### config.mk
export PLATFORM = sky130hd
export DESIGN_NAME = tx_link_scheduler
export DESIGN_NICKNAME = d
export VERILOG_FILES = /design/src/rtl/tx_link_scheduler.sv
export SDC_FILE = /design/constraint.sdc
export NUM_CORES = 1
export LEC_CHECK = 0
export ABC_AREA = 0
export BUFFER_PORTS_ARGS = -buffer_cell sky130_fd_sc_hd__clkbuf_2
export CAP_MARGIN = 20
export CORE_MARGIN = 1.5
export CORE_UTILIZATION = 49
export CTS_CLUSTER_SIZE = 12
export DETAILED_ROUTE_END_ITERATION = 8
export PLACE_DENSITY_LB_ADDON = 0.08
export SETUP_SLACK_MARGIN = 0.3
export SLEW_MARGIN = 40
export SYNTH_ARGS = -nofsm -noshare
export SYNTH_HDL_FRONTEND = slang
export SYNTH_SLANG_ARGS = --single-unit
### constraint.sdc
create_clock -name clk -period 4 [get_ports clk]
set_clock_uncertainty 0.2 [all_clocks]
set_input_delay 0.2 -clock clk [delete_from_list [all_inputs] [get_ports clk]]
set_output_delay 0.2 -clock clk [all_outputs]
set_load 0.01 [all_outputs]
### src/rtl/tx_link_scheduler.sv
// tx_link_scheduler: brings the 8b/10b link out of electrical idle, trains it with COM
// symbols, then round-robins two requesters onto the transmitter one slot at a time.
module tx_link_scheduler #(
    parameter int ELEC_IDLE_CYC = 16,
    parameter int TRAIN_SETS    = 4,
    parameter int BYTE_CYC      = 10
) (
    input  logic        clk,
    input  logic        rst,
    input  logic        link_en,
    input  logic        req0_valid,
    input  logic [31:0] req0_data,
    input  logic [1:0]  req0_size,
    input  logic        req0_k,
    output logic        req0_ready,
    input  logic        req1_valid,
    input  logic [31:0] req1_data,
    input  logic [1:0]  req1_size,
    input  logic        req1_k,
    output logic        req1_ready,
    output logic        enb,
    output logic        TxElecIdle,
    output logic        K,
    output logic [1:0]  dataS,
    output logic [7:0]  dataIn8,
    output logic [15:0] dataIn16,
    output logic [31:0] dataIn32,
    output logic        link_up
);
    localparam int IW = $clog2(ELEC_IDLE_CYC + 1);
    localparam int SW = $clog2(4 * BYTE_CYC);
    localparam int TW = $clog2(TRAIN_SETS + 1);

    typedef enum logic [1:0] {ELEC_IDLE, TRAIN, ACTIVE} state_t;

    state_t        r_state;
    logic [IW-1:0] r_idle;
    logic [SW-1:0] r_slot;
    logic [TW-1:0] r_train;
    logic          r_rr;

    logic [SW-1:0] w_last;
    logic          w_bnd;
    logic          w_win;
    logic          w_g0;
    logic          w_g1;
    logic [1:0]    w_size;
    logic [31:0]   w_data;
    logic          w_k;

    // slot length follows the width currently on the wire: 1, 2 or 4 bytes
    assign w_last = dataS == 2'b10 ? SW'(4 * BYTE_CYC - 1) :
                    dataS == 2'b01 ? SW'(2 * BYTE_CYC - 1) : SW'(BYTE_CYC - 1);
    assign w_bnd  = r_slot == w_last;
    assign w_win  = r_state == ACTIVE && w_bnd && link_en;
    assign w_g1   = req1_valid && (!req0_valid || r_rr);
    assign w_g0   = req0_valid && !w_g1;
    assign req0_ready = w_win && w_g0;
    assign req1_ready = w_win && w_g1;
    assign w_size = w_g1 ? req1_size : req0_size;
    assign w_data = w_g1 ? req1_data : req0_data;
    assign w_k    = w_g1 ? req1_k : req0_k;

    always_ff @(posedge clk or negedge rst) begin
        if (!rst) begin
            r_state    <= ELEC_IDLE;
            r_idle     <= '0;
            r_slot     <= '0;
            r_train    <= '0;
            r_rr       <= 1'b0;
            enb        <= 1'b0;
            TxElecIdle <= 1'b1;
            K          <= 1'b0;
            dataS      <= 2'b00;
            dataIn8    <= '0;
            dataIn16   <= '0;
            dataIn32   <= '0;
            link_up    <= 1'b0;
        end else if (r_state == ELEC_IDLE) begin
            if (!link_en)
                r_idle <= '0;
            else if (r_idle == IW'(ELEC_IDLE_CYC - 1)) begin
                r_state    <= TRAIN;
                r_idle     <= '0;
                r_train    <= '0;
                enb        <= 1'b1;
                TxElecIdle <= 1'b0;
                K          <= 1'b1;
                dataIn8    <= 8'hBC;
            end else
                r_idle <= r_idle + 1'b1;
        end else if (!w_bnd)
            r_slot <= r_slot + 1'b1;
        else begin
            // every boundary defaults to filler; the branches below override it
            r_slot   <= '0;
            K        <= 1'b0;
            dataS    <= 2'b00;
            dataIn8  <= '0;
            dataIn16 <= '0;
            dataIn32 <= '0;
            if (!link_en) begin
                r_state    <= ELEC_IDLE;
                enb        <= 1'b0;
                TxElecIdle <= 1'b1;
                link_up    <= 1'b0;
            end else if (r_state == TRAIN && r_train != TW'(TRAIN_SETS - 1)) begin
                r_train <= r_train + 1'b1;
                K       <= 1'b1;
                dataIn8 <= 8'hBC;
            end else if (r_state == TRAIN) begin
                r_state <= ACTIVE;
                link_up <= 1'b1;
            end else if (w_g0 || w_g1) begin
                dataS    <= w_size == 2'b11 ? 2'b00 : w_size;
                dataIn32 <= w_data;
                dataIn16 <= w_data[15:0];
                dataIn8  <= w_data[7:0];
                K        <= w_k && (w_size == 2'b00 || w_size == 2'b11);
                r_rr     <= w_g0;
            end
        end
    end
endmodule

==> qor.txt, run 1 <==
relative slew slack = 0.451
PD cells = 297 nW/µm²
syn_area_per_cell = 10.4 µm²
GRT overflow = 0
synth warn = 0
most frequent cell after synthesis = dfrtp_1
Arrival @ worst endpoint = 3.11 ns
Post-synth top flop = dfrtp_1
H-tree levels = 3
Mapped Area = 3490 µm²
crit path capture type = flop
Area contributors post-synth = dfrtp_1, mux2i_1, nand2_1
die area = 7640 µm²
clock share of power = 0.427
Switch Pwr = 0.316 mW
min Tclk post-route = 3.09 ns
Post-synth top cells = dfrtp_1, nand2_1, mux2i_1
total setup buffers inserted after CTS = 0
f_max = 323 MHz
Min Hold Slack = 0.0152 ns
CP max FO = 18
Reg power frac = 0.466
status = finished, final reports clean
Max clock buf depth = 2
via count = 2983
CP startpoint kind = flop
Mapped Nets = 421
IO Port Bufs = 138
post-synth top area share = 0.444
synth unique cells = 52
Placer Congestion = 0.808
Final Non-Filler Cells = 581
Die W = 87.4 µm
Die Span Y = 87.4 µm
number of flops mapped to enable cells by yosys = 0
sequential share of the synthesized area = 0.452
RSZ-0062 raised after global routing = no
max cap viols = 0
DRC = 0
final hold viol count = 0
share of cells above drive strength 1 = 0.377
Core Rows = 30
Final Cell Area = 4660 µm²
Synth area leader = dfrtp_1
PnR worst setup slack = 0.907 ns
# setup viols final = 0
DRT antenna net count = 0
Final Max Slew Viols = 0
period utilization = 0.773
Post-CTS Resized = 0
# nets final = 566
root buffer cell = clkbuf_8
TritonCTS clock tree = done
DP Area = 4140 µm²
ant diodes = 0
logic gate share of total power = 0.107
P_leak = 2.38 nW
TritonCTS buffer count = 9
DRT Wirelength = 8370 µm
largest net degree at the start of global routing = 43
flop and latch count out of synthesis = 63
Int Pwr = 1.07 mW
initial antenna violation count = 0
drt pass-1 iters = 4
slew of the pin with the lowest slew margin = 0.824 ns
post-place setup slack = 0.879 ns
Final Power = 1.39 mW
First DRT Iteration DRCs = 117
sw frac = 0.228
DR WL/cell = 14.4 µm
final core utilization = 0.682
DP Wirelength = 5900 µm
Syn Inst Count = 336
gr usage total = 0.231
placed cells = 536
worst min path class = in -> reg
initial core utilization = 0.511
ys async rst share = 1.00
first-pass GRT wire length = 13400 µm
P&R area growth vs syn = 33.4%
clock sink total = 63
vias per inst = 5.13
Worst Setup Path Type = reg -> reg
setup TNS = 0 ns
vias in the first global route = 2850
I/O Pins = 139
Reg clk slew, reported paths = 0.07 ns
Worst EP required = 4.02 ns
Core Area = 6830 µm²
maximum vdd drop = 0.179 mV
clk_lat worst skew = 0.34 ns
[layout make-up]
class	instances	area (µm²)
inverters	13	48.8
clock inverters	2	37.5
fillers	551	2170
clock buffers	13	179
repair buffers	173	1030
flip-flops and latches	63	1580
well taps	96	120
multi-input cells	221	1670
[layout by cell type, fill, tap and decap left out, types with 5 or more instances in the layout]
master           n
clkbuf_2       138
dfrtp_1         62
nand2_1         47
mux2i_1         37
dlygate4sd3_1   30
o31ai_1         23
inv_1           13
clkbuf_8        13
nor2_1          10
o31ai_2         10
ha_1            10
a21oi_1          9
o21ai_0          9
nor3_1           7
nand3_1          6
o211ai_1         5
o21a_1           5
buf_4            5
[sequential cells by signal (all words and copies together) (netlist names)]
register / cells
K: 1
r_rr: 1
r_state: 2
enb: 1
r_train: 3
r_idle: 5
r_slot: 6
dataIn16: 15
TxElecIdle: 1
dataS: 2
dataIn8: 8
dataIn32: 17
link_up: 1
[worst paths after layout]
check                           cells past startpoint          start  slack [ns]            to
worst max-delay path                                7     r_state[1]        0.91    r_train[0]
worst min-delay path                                3  req1_data[25]        0.02  dataIn32[25]
worst max register to register                      7     r_state[1]        0.91    r_train[0]
worst min register to register                      2   dataIn32[28]        0.28  dataIn32[28]
max in group asynchronous                           3            rst        2.47   dataIn16[1]
min in group asynchronous                           2            rst        0.18  dataIn16[13]
[logic make-up (layout without fill, tap and decap cells)]
family                     count (synthesis)  in the layout  synth area share
AOI/OAI and AO/OA                         75             75             0.171
muxes                                     43             43             0.128
buffers and inverters                     52            201            0.0817
adders and majority gates                 10             10            0.0358
and+or+nand+nor                           89             89             0.123
DFF                                       63             63             0.452
xor gates and xnor gates                   4              4            0.0100
[layer usage]
layer / vias to the layer above / track usage / routed length (µm)
met4: 0 / 0.105 / 206
li1: 1477 / - / -
met1: 1393 / 0.291 / 3730
met2: 94 / 0.373 / 4000
met3: 19 / 0.0569 / 437
met5: - / 0 / 0
[timing repair]
action                                 4_1_cts  5_1_grt
hold buffers                                27        3
setup endpoints to repair                    0        0
endpoints found under the hold margin       34        2
[critical path: stages (launching register included)]
cell and delay, ns:
dfrtp_1 0.53, or2_1 0.54, inv_1 0.13, ha_1 0.26, and4b_1 0.26, a21o_1 0.48, o211a_4 0.28, mux2_4 0.30
[power by group through the flow]
stage                     clock, mW  combinational (mW)  sequential (mW)
after detailed placement          0               0.121            0.657
after global routing          0.643               0.163            0.645
after floorplan                   0              0.0562            0.656
after global placement            0               0.119            0.657
after CTS                     0.607               0.146            0.645
final                         0.592               0.148            0.645
No activity file was read; power rests on OpenSTA's default activity.
==> run 2: changes to the inputs <==
--- a/config.mk
+++ b/config.mk
@@ -5,7 +5,7 @@
 export SDC_FILE = /design/constraint.sdc
 export NUM_CORES = 1
 export LEC_CHECK = 0
-export ABC_AREA = 0
+export ABC_AREA = 1
 export BUFFER_PORTS_ARGS = -buffer_cell sky130_fd_sc_hd__clkbuf_2
 export CAP_MARGIN = 20
 export CORE_MARGIN = 1.5
==> constraint.sdc (replaced) <==
create_clock -name clk -period 3 [get_ports clk]
set_clock_uncertainty 0.2 [all_clocks]
set_input_delay 0.15 -clock clk [delete_from_list [all_inputs] [get_ports clk]]
set_output_delay 0.15 -clock clk [all_outputs]
set_load 0.01 [all_outputs]
==> qor.txt, run 2 <==
status = finished, violations left
failing checks = hold timing
Largest regs = dataIn32: 17 flops, dataIn16: 15 flops, dataIn8: 8 flops
slew of the pin with the lowest slew margin = 0.705 ns (-0.119 ns)
clock sink total = 63 (unchanged)
end point of the critical path = dataIn32[23]
relative slew slack = 0.530 (+0.0794)
Reg power frac = 0.350 (-0.116)
P_leak = 2.69 nW (+13%)
DR WL/cell = 13.6 µm (-5.5%)
maximum vdd drop = 0.433 mV (+140%)
Min Hold Slack = -0.000523 ns (-0.0157 ns)
root buffer cell = clkbuf_8
syn_area_per_cell = 8.70 µm² (-16%)
ant diodes = 0 (unchanged)
Final Max Slew Viols = 0 (unchanged)
Syn Inst Count = 405 (+21%)
sw frac = 0.428 (+0.200)
flop and latch count out of synthesis = 63 (unchanged)
# setup viols final = 0 (unchanged)
ys async rst share = 1.00 (unchanged)
min Tclk post-route = 2.51 ns (-0.587 ns)
Core Rows = 30 (unchanged)
vias per inst = 4.87 (-5.1%)
PD cells = 887 nW/µm² (+200%)
Mapped Nets = 490 (+16%)
Area contributors post-synth = dfrtp_1, nand2_1, mux2i_1
HP Start = req0_data[1]
gr usage total = 0.250 (+0.0193)
reg2reg setup slack = 0.49 ns (-0.41 ns)
number of flops mapped to enable cells by yosys = 0 (unchanged)
Post-synth top flop = dfrtp_1
P&R area growth vs syn = 38.8%
Die W = 87.8 µm (+0.41%)
critical path's largest stage delay = 0.59 ns (+0.05 ns)
Arrival @ worst endpoint = 2.58 ns (-0.53 ns)
Synth area leader = dfrtp_1
clock share of power = 0.168 (-0.259)
sequential share of the synthesized area = 0.448 (-0.00385)
total setup buffers inserted after CTS = 0 (unchanged)
Int Pwr = 2.48 mW (+130%)
most frequent cell after synthesis = nand2_1
setup TNS = 0 ns (unchanged)
CP max FO = 19 (+1)
Worst EP required = 3.08 ns (-0.94 ns)
largest net degree at the start of global routing = 39 (-9.3%)
DRT antenna net count = 0 (unchanged)
Final Cell Area = 4890 µm² (+5.0%)
# nets final = 666 (+18%)
H-tree levels = 3 (unchanged)
Core Area = 6870 µm² (+0.55%)
Critical Path Start = dataS[0]
IO Port Bufs = 138 (unchanged)
Buf/Inv on CP = 3 (+2)
crit path cell chain = inv_1 > ha_1 > inv_1 > nand2_1 > nand2_1 > nor2_2 > nand3_4 > nor2_8 > o211ai_1 > dlygate4sd3_1 > nand2_1
period utilization = 0.835 (+0.0622)
most common cell after layout, fill and taps aside = clkbuf_2
Final Non-Filler Cells = 682 (+17%)
Stages on worst setup path = 11 (+4)
Mapped Area = 3520 µm² (+0.86%)
GRT overflow = 0 (unchanged)
crit path capture type = flop
initial antenna violation count = 0 (unchanged)
Worst Setup Path Type = reg -> reg
critical register-to-register path endpoint = dataIn32[23]
clk_lat worst skew = 0.34 ns (about the same)
max reg flops = 17 (unchanged)
DRC = 0 (unchanged)
placed cells = 611 (+14%)
Post-synth top cells = nand2_1, dfrtp_1, inv_1
initial core utilization = 0.513 (+0.00158)
TritonCTS buffer count = 9 (unchanged)
synth warn = 0 (unchanged)
post-synth top area share = 0.440 (-0.00379)
most frequent cells in the layout = clkbuf_2, nand2_1, dfrtp_1
most frequent cell on the critical path = nand2_1
Placer Congestion = 0.896 (+11%)
Reg clk slew, reported paths = 0.07 ns (about the same)
synth unique cells = 36 (-31%)
Switch Pwr = 1.86 mW (+490%)
worst flop-to-flop path startpoint = dataS[0]
final hold viol count = 1 (+1)
share of cells above drive strength 1 = 0.338 (-0.0394)
Max clock buf depth = 2 (unchanged)
DRT Wirelength = 9280 µm (+11%)
f_max = 399 MHz (+23%)
max cap viols = 0 (unchanged)
Worst Reg-to-Reg Cells = 11 (+4)
I/O Pins = 139 (unchanged)
worst min path class = in -> reg
first-pass GRT wire length = 14600 µm (+8.5%)
Worst path slowest cell = dlygate4sd3_1
Die Span Y = 87.8 µm (+0.41%)
die area = 7710 µm² (+0.83%)
DP Wirelength = 6030 µm (+2.2%)
via count = 3324 (+11%)
logic gate share of total power = 0.482 (+0.375)
vias in the first global route = 3124 (+9.6%)
RSZ-0062 raised after global routing = no
most flop-heavy register = dataIn32
drt pass-1 iters = 6 (+2)
Top delay family on crit path = simple AND/OR/NAND/NOR gates
DP Area = 4140 µm² (unchanged)
CP startpoint kind = flop
First DRT Iteration DRCs = 136 (+16%)
TritonCTS clock tree = done
run 2: cell count changes after synthesis, sizes merged, moves of 5 or more:
| cell | change |
|---|---|
| mux2i | -18 |
| a21oi | -5 |
| nor2 | +18 |
| mux2 | -6 |
| nand2 | +75 |
| nor3 | -6 |
| nand3 | +6 |
| inv | +20 |
| o31ai | -32 |
| or2 | +5 |
| clkbuf | -8 |
| o21ai | +43 |
run 2: what timing repair did:
action                    CTS  global route
hold buffers               55             0
hold endpoints to repair   58             0
resized for setup           0             0
run 2: final cells by class:
| cell class | instances | area, µm² |
|---|---|---|
| Multi-Input combinational cell | 278 | 1590 |
| Inverter | 33 | 126 |
| Sequential cell | 63 | 1580 |
| Clock buffer | 10 | 138 |
| Clock inverter | 6 | 60.1 |
| Timing Repair Buffer | 196 | 1280 |
| Fill cell | 556 | 1980 |
| Tap cell | 96 | 120 |
run 2: logic make-up (layout without fill, tap and decap cells):
family	count (synthesis)	count (layout)	synth area share
xor gates and xnor gates	4	4	0.00994
and+or+nand+nor	176	176	0.223
buffers and inverters	64	245	0.103
AOI/OAI and AO/OA	69	69	0.127
muxes	19	19	0.0540
DFF	63	63	0.448
adders and majority gates	10	10	0.0355
run 2: per-stage QoR:
stage / power (mW) / setup WS (ns) / utilization
after floorplan: 2.98 / 1.02 / -
after global placement: 3.49 / 0.777 / 0.603
after detailed placement: 3.54 / 0.727 / 0.603
after CTS: 4.36 / 0.528 / 0.712
after global routing: 4.72 / 0.313 / 0.712
final: 4.34 / 0.494 / 0.712
run 2: worst register-to-register path, stage by stage, from the launching register on:
cell and delay (ns):
dfrtp_1 0.37, inv_1 0.06, ha_1 0.27, inv_1 0.05, nand2_1 0.05, nand2_1 0.06, nor2_2 0.16, nand3_4 0.15
nor2_8 0.29, o211ai_1 0.15, dlygate4sd3_1 0.59, nand2_1 0.06
run 2: how the worst min path moves through the flow:
stage                     slack [ns]  cells past startpoint      endpoint
after detailed placement        0.06                      1  dataIn32[24]
after global routing            0.01                      5   dataIn16[1]
after global placement          0.06                      1  dataIn32[24]
after floorplan                -0.35                      0             K
after CTS                      0.002                      5   dataIn16[1]
final                        -0.0005                      5   dataIn16[1]
run 2: metal layers:
layer | track usage | vias up | share of wire
met2 | 0.413 | 117 | 0.49
li1 | - | 1655 | -
met5 | 0 | - | 0
met3 | 0.0575 | 17 | 0.058
met1 | 0.318 | 1535 | 0.43
met4 | 0.0981 | 0 | 0.020
run 2: power by group through the flow:
| stage | Sequential (mW) | Combinational [mW] | Clock, mW |
|---|---|---|---|
| 2_1_floorplan | 1.64 | 1.34 | 0 |
| 3_3_place_gp | 1.52 | 1.97 | 0 |
| 3_5_place_dp | 1.53 | 2.02 | 0 |
| 4_1_cts | 1.51 | 2.10 | 0.748 |
| 5_1_grt | 1.57 | 2.36 | 0.787 |
| 6_report | 1.52 | 2.09 | 0.729 |
==> run 3: changes to the inputs <==
--- a/config.mk
+++ b/config.mk
@@ -5,7 +5,7 @@
 export SDC_FILE = /design/constraint.sdc
 export NUM_CORES = 1
 export LEC_CHECK = 0
-export ABC_AREA = 1
+export ABC_AREA = 0
 export BUFFER_PORTS_ARGS = -buffer_cell sky130_fd_sc_hd__clkbuf_2
 export CAP_MARGIN = 20
 export CORE_MARGIN = 1.5
==> constraint.sdc (replaced) <==
create_clock -name clk -period 2.6 [get_ports clk]
set_clock_uncertainty 0.2 [all_clocks]
set_input_delay 0.13 -clock clk [delete_from_list [all_inputs] [get_ports clk]]
set_output_delay 0.13 -clock clk [all_outputs]
set_load 0.01 [all_outputs]
==> qor.txt, run 3 (synthesis results as in run 1) <==
P&R area growth vs syn = 56.7%
final hold viol count = 0 (-1)
most frequent cells in the layout = clkbuf_2, dlygate4sd3_1, dfrtp_1
crit path capture type = output port
largest net degree at the start of global routing = 37 (-5.1%)
clk_lat worst skew = 0.34 ns (about the same)
PD cells = 437 nW/µm² (-51%)
Core Area = 6830 µm² (-0.55%)
# nets final = 620 (-6.9%)
Largest regs = dataIn32: 17 flops, dataIn16: 15 flops, dataIn8: 8 flops
Final Max Slew Viols = 0 (unchanged)
die area = 7640 µm² (-0.82%)
IO Port Bufs = 138 (unchanged)
CP startpoint kind = flop
gr usage total = 0.288 (+0.0378)
Min Hold Slack = 0.00997 ns (+0.0105 ns)
DRT Wirelength = 10900 µm (+18%)
DRC = 0 (unchanged)
max cap viols = 0 (unchanged)
ant diodes = 0 (unchanged)
vias per inst = 5.32 (+9.1%)
H-tree levels = 3 (unchanged)
Max clock buf depth = 2 (unchanged)
TritonCTS buffer count = 9 (unchanged)
clock sink total = 63 (unchanged)
Placer Congestion = 0.805 (-10%)
most common cell after layout, fill and taps aside = clkbuf_2
setup TNS = 0 ns (unchanged)
Reg clk slew, reported paths = 0.07 ns (about the same)
vias in the first global route = 3402 (+8.9%)
Worst Reg-to-Reg Cells = 8 (-3)
relative slew slack = 0.704 (+0.174)
most flop-heavy register = dataIn32
period utilization = 0.971
P_leak = 2.68 nW (-0.42%)
GRT overflow = 0 (unchanged)
# setup viols final = 0 (unchanged)
CP max FO = 4 (-15)
reg2reg setup slack = 0.15 ns (-0.34 ns)
f_max = 396 MHz
min Tclk post-route = 2.52 ns
Arrival @ worst endpoint = 2.19 ns (-0.39 ns)
DRT antenna net count = 0 (unchanged)
RSZ-0062 raised after global routing = yes
initial core utilization = 0.511 (-0.00158)
status = finished, final reports clean
share of cells above drive strength 1 = 0.426 (+0.0880)
root buffer cell = clkbuf_8
maximum vdd drop = 0.326 mV (-25%)
via count = 3381 (+1.7%)
slew of the pin with the lowest slew margin = 0.443 ns (-0.262 ns)
final core utilization = 0.801 (+0.0894)
Worst EP required = 2.27 ns (-0.81 ns)
initial antenna violation count = 0 (unchanged)
Die Span Y = 87.4 µm (-0.41%)
Die W = 87.4 µm (-0.41%)
drt pass-1 iters = 4 (-2)
first-pass GRT wire length = 16600 µm (+14%)
worst min path class = in -> async
TritonCTS clock tree = done
Worst Setup Path Type = reg -> out
DP Wirelength = 6220 µm (+3.2%)
max reg flops = 17 (unchanged)
I/O Pins = 139 (unchanged)
DR WL/cell = 17.2 µm (+26%)
First DRT Iteration DRCs = 122 (-10%)
Core Rows = 30 (unchanged)
[run 3: per-stage QoR]
step / power (mW) / setup slack (ns) / area [µm²] / cells
after floorplan: 1.10 / 0.218 / 3550 / 336
after global placement: 1.20 / 0.197 / 4260 / 543
after detailed placement: 1.21 / 0.161 / 4260 / 543
after CTS: 2.38 / 0.117 / 5320 / 633
after global routing: 2.48 / -0.0159 / 5480 / 636
final: 2.39 / 0.0753 / 5480 / 636
[run 3: path summary, 6_finish.rpt]
kind | end | start
max in group asynchronous | TxElecIdle | rst
setup reg to reg | r_train[0] | dataS[0]
min in group clk | r_idle[3] | link_en
hold / removal | dataIn32[27] | rst
hold reg to reg | dataIn32[21] | dataIn32[21]
setup / recovery | req1_ready | dataS[0]
[run 3: worst max-delay path, cell delays in order (launching register included)]
cell and delay (ns):
dfrtp_1 0.40, inv_2 0.09, ha_4 0.20, or3b_4 0.37
a22oi_4 0.20, nand3_4 0.14, nor4_4 0.27, buf_2 0.18
[run 3: layout make-up]
class | count | area, µm²
multi-input combinational | 221 | 1840
tap | 96 | 120
clock inverter | 5 | 104
sequential | 63 | 1580
clock buffer | 11 | 151
timing repair buffer | 227 | 1630
fill | 436 | 1360
inverter | 13 | 51.3
[run 3: routing by layer]
layer  vias up  GRT usage  routed length, µm
met5         -          0                  0
met4         0      0.124                252
met3        25     0.0607                487
met2       115      0.515               5690
met1      1659      0.330               4500
li1       1582          -                  -
[run 3: where the power goes]
group          switching [mW]  internal [mW]
Combinational           0.137          0.171
Clock                   0.405          0.690
Sequential            0.00762          0.984
[run 3: what timing repair did]
action                                  in CTS  in global routing
endpoints found under the hold margin       59                  0
buffers inserted                             9                  1
hold buffers                                64                  0
gates resized for setup                     13                 24
pin swaps                                    4                  1
endpoints found under the setup margin      40                 56
gates cloned                                 1                  0
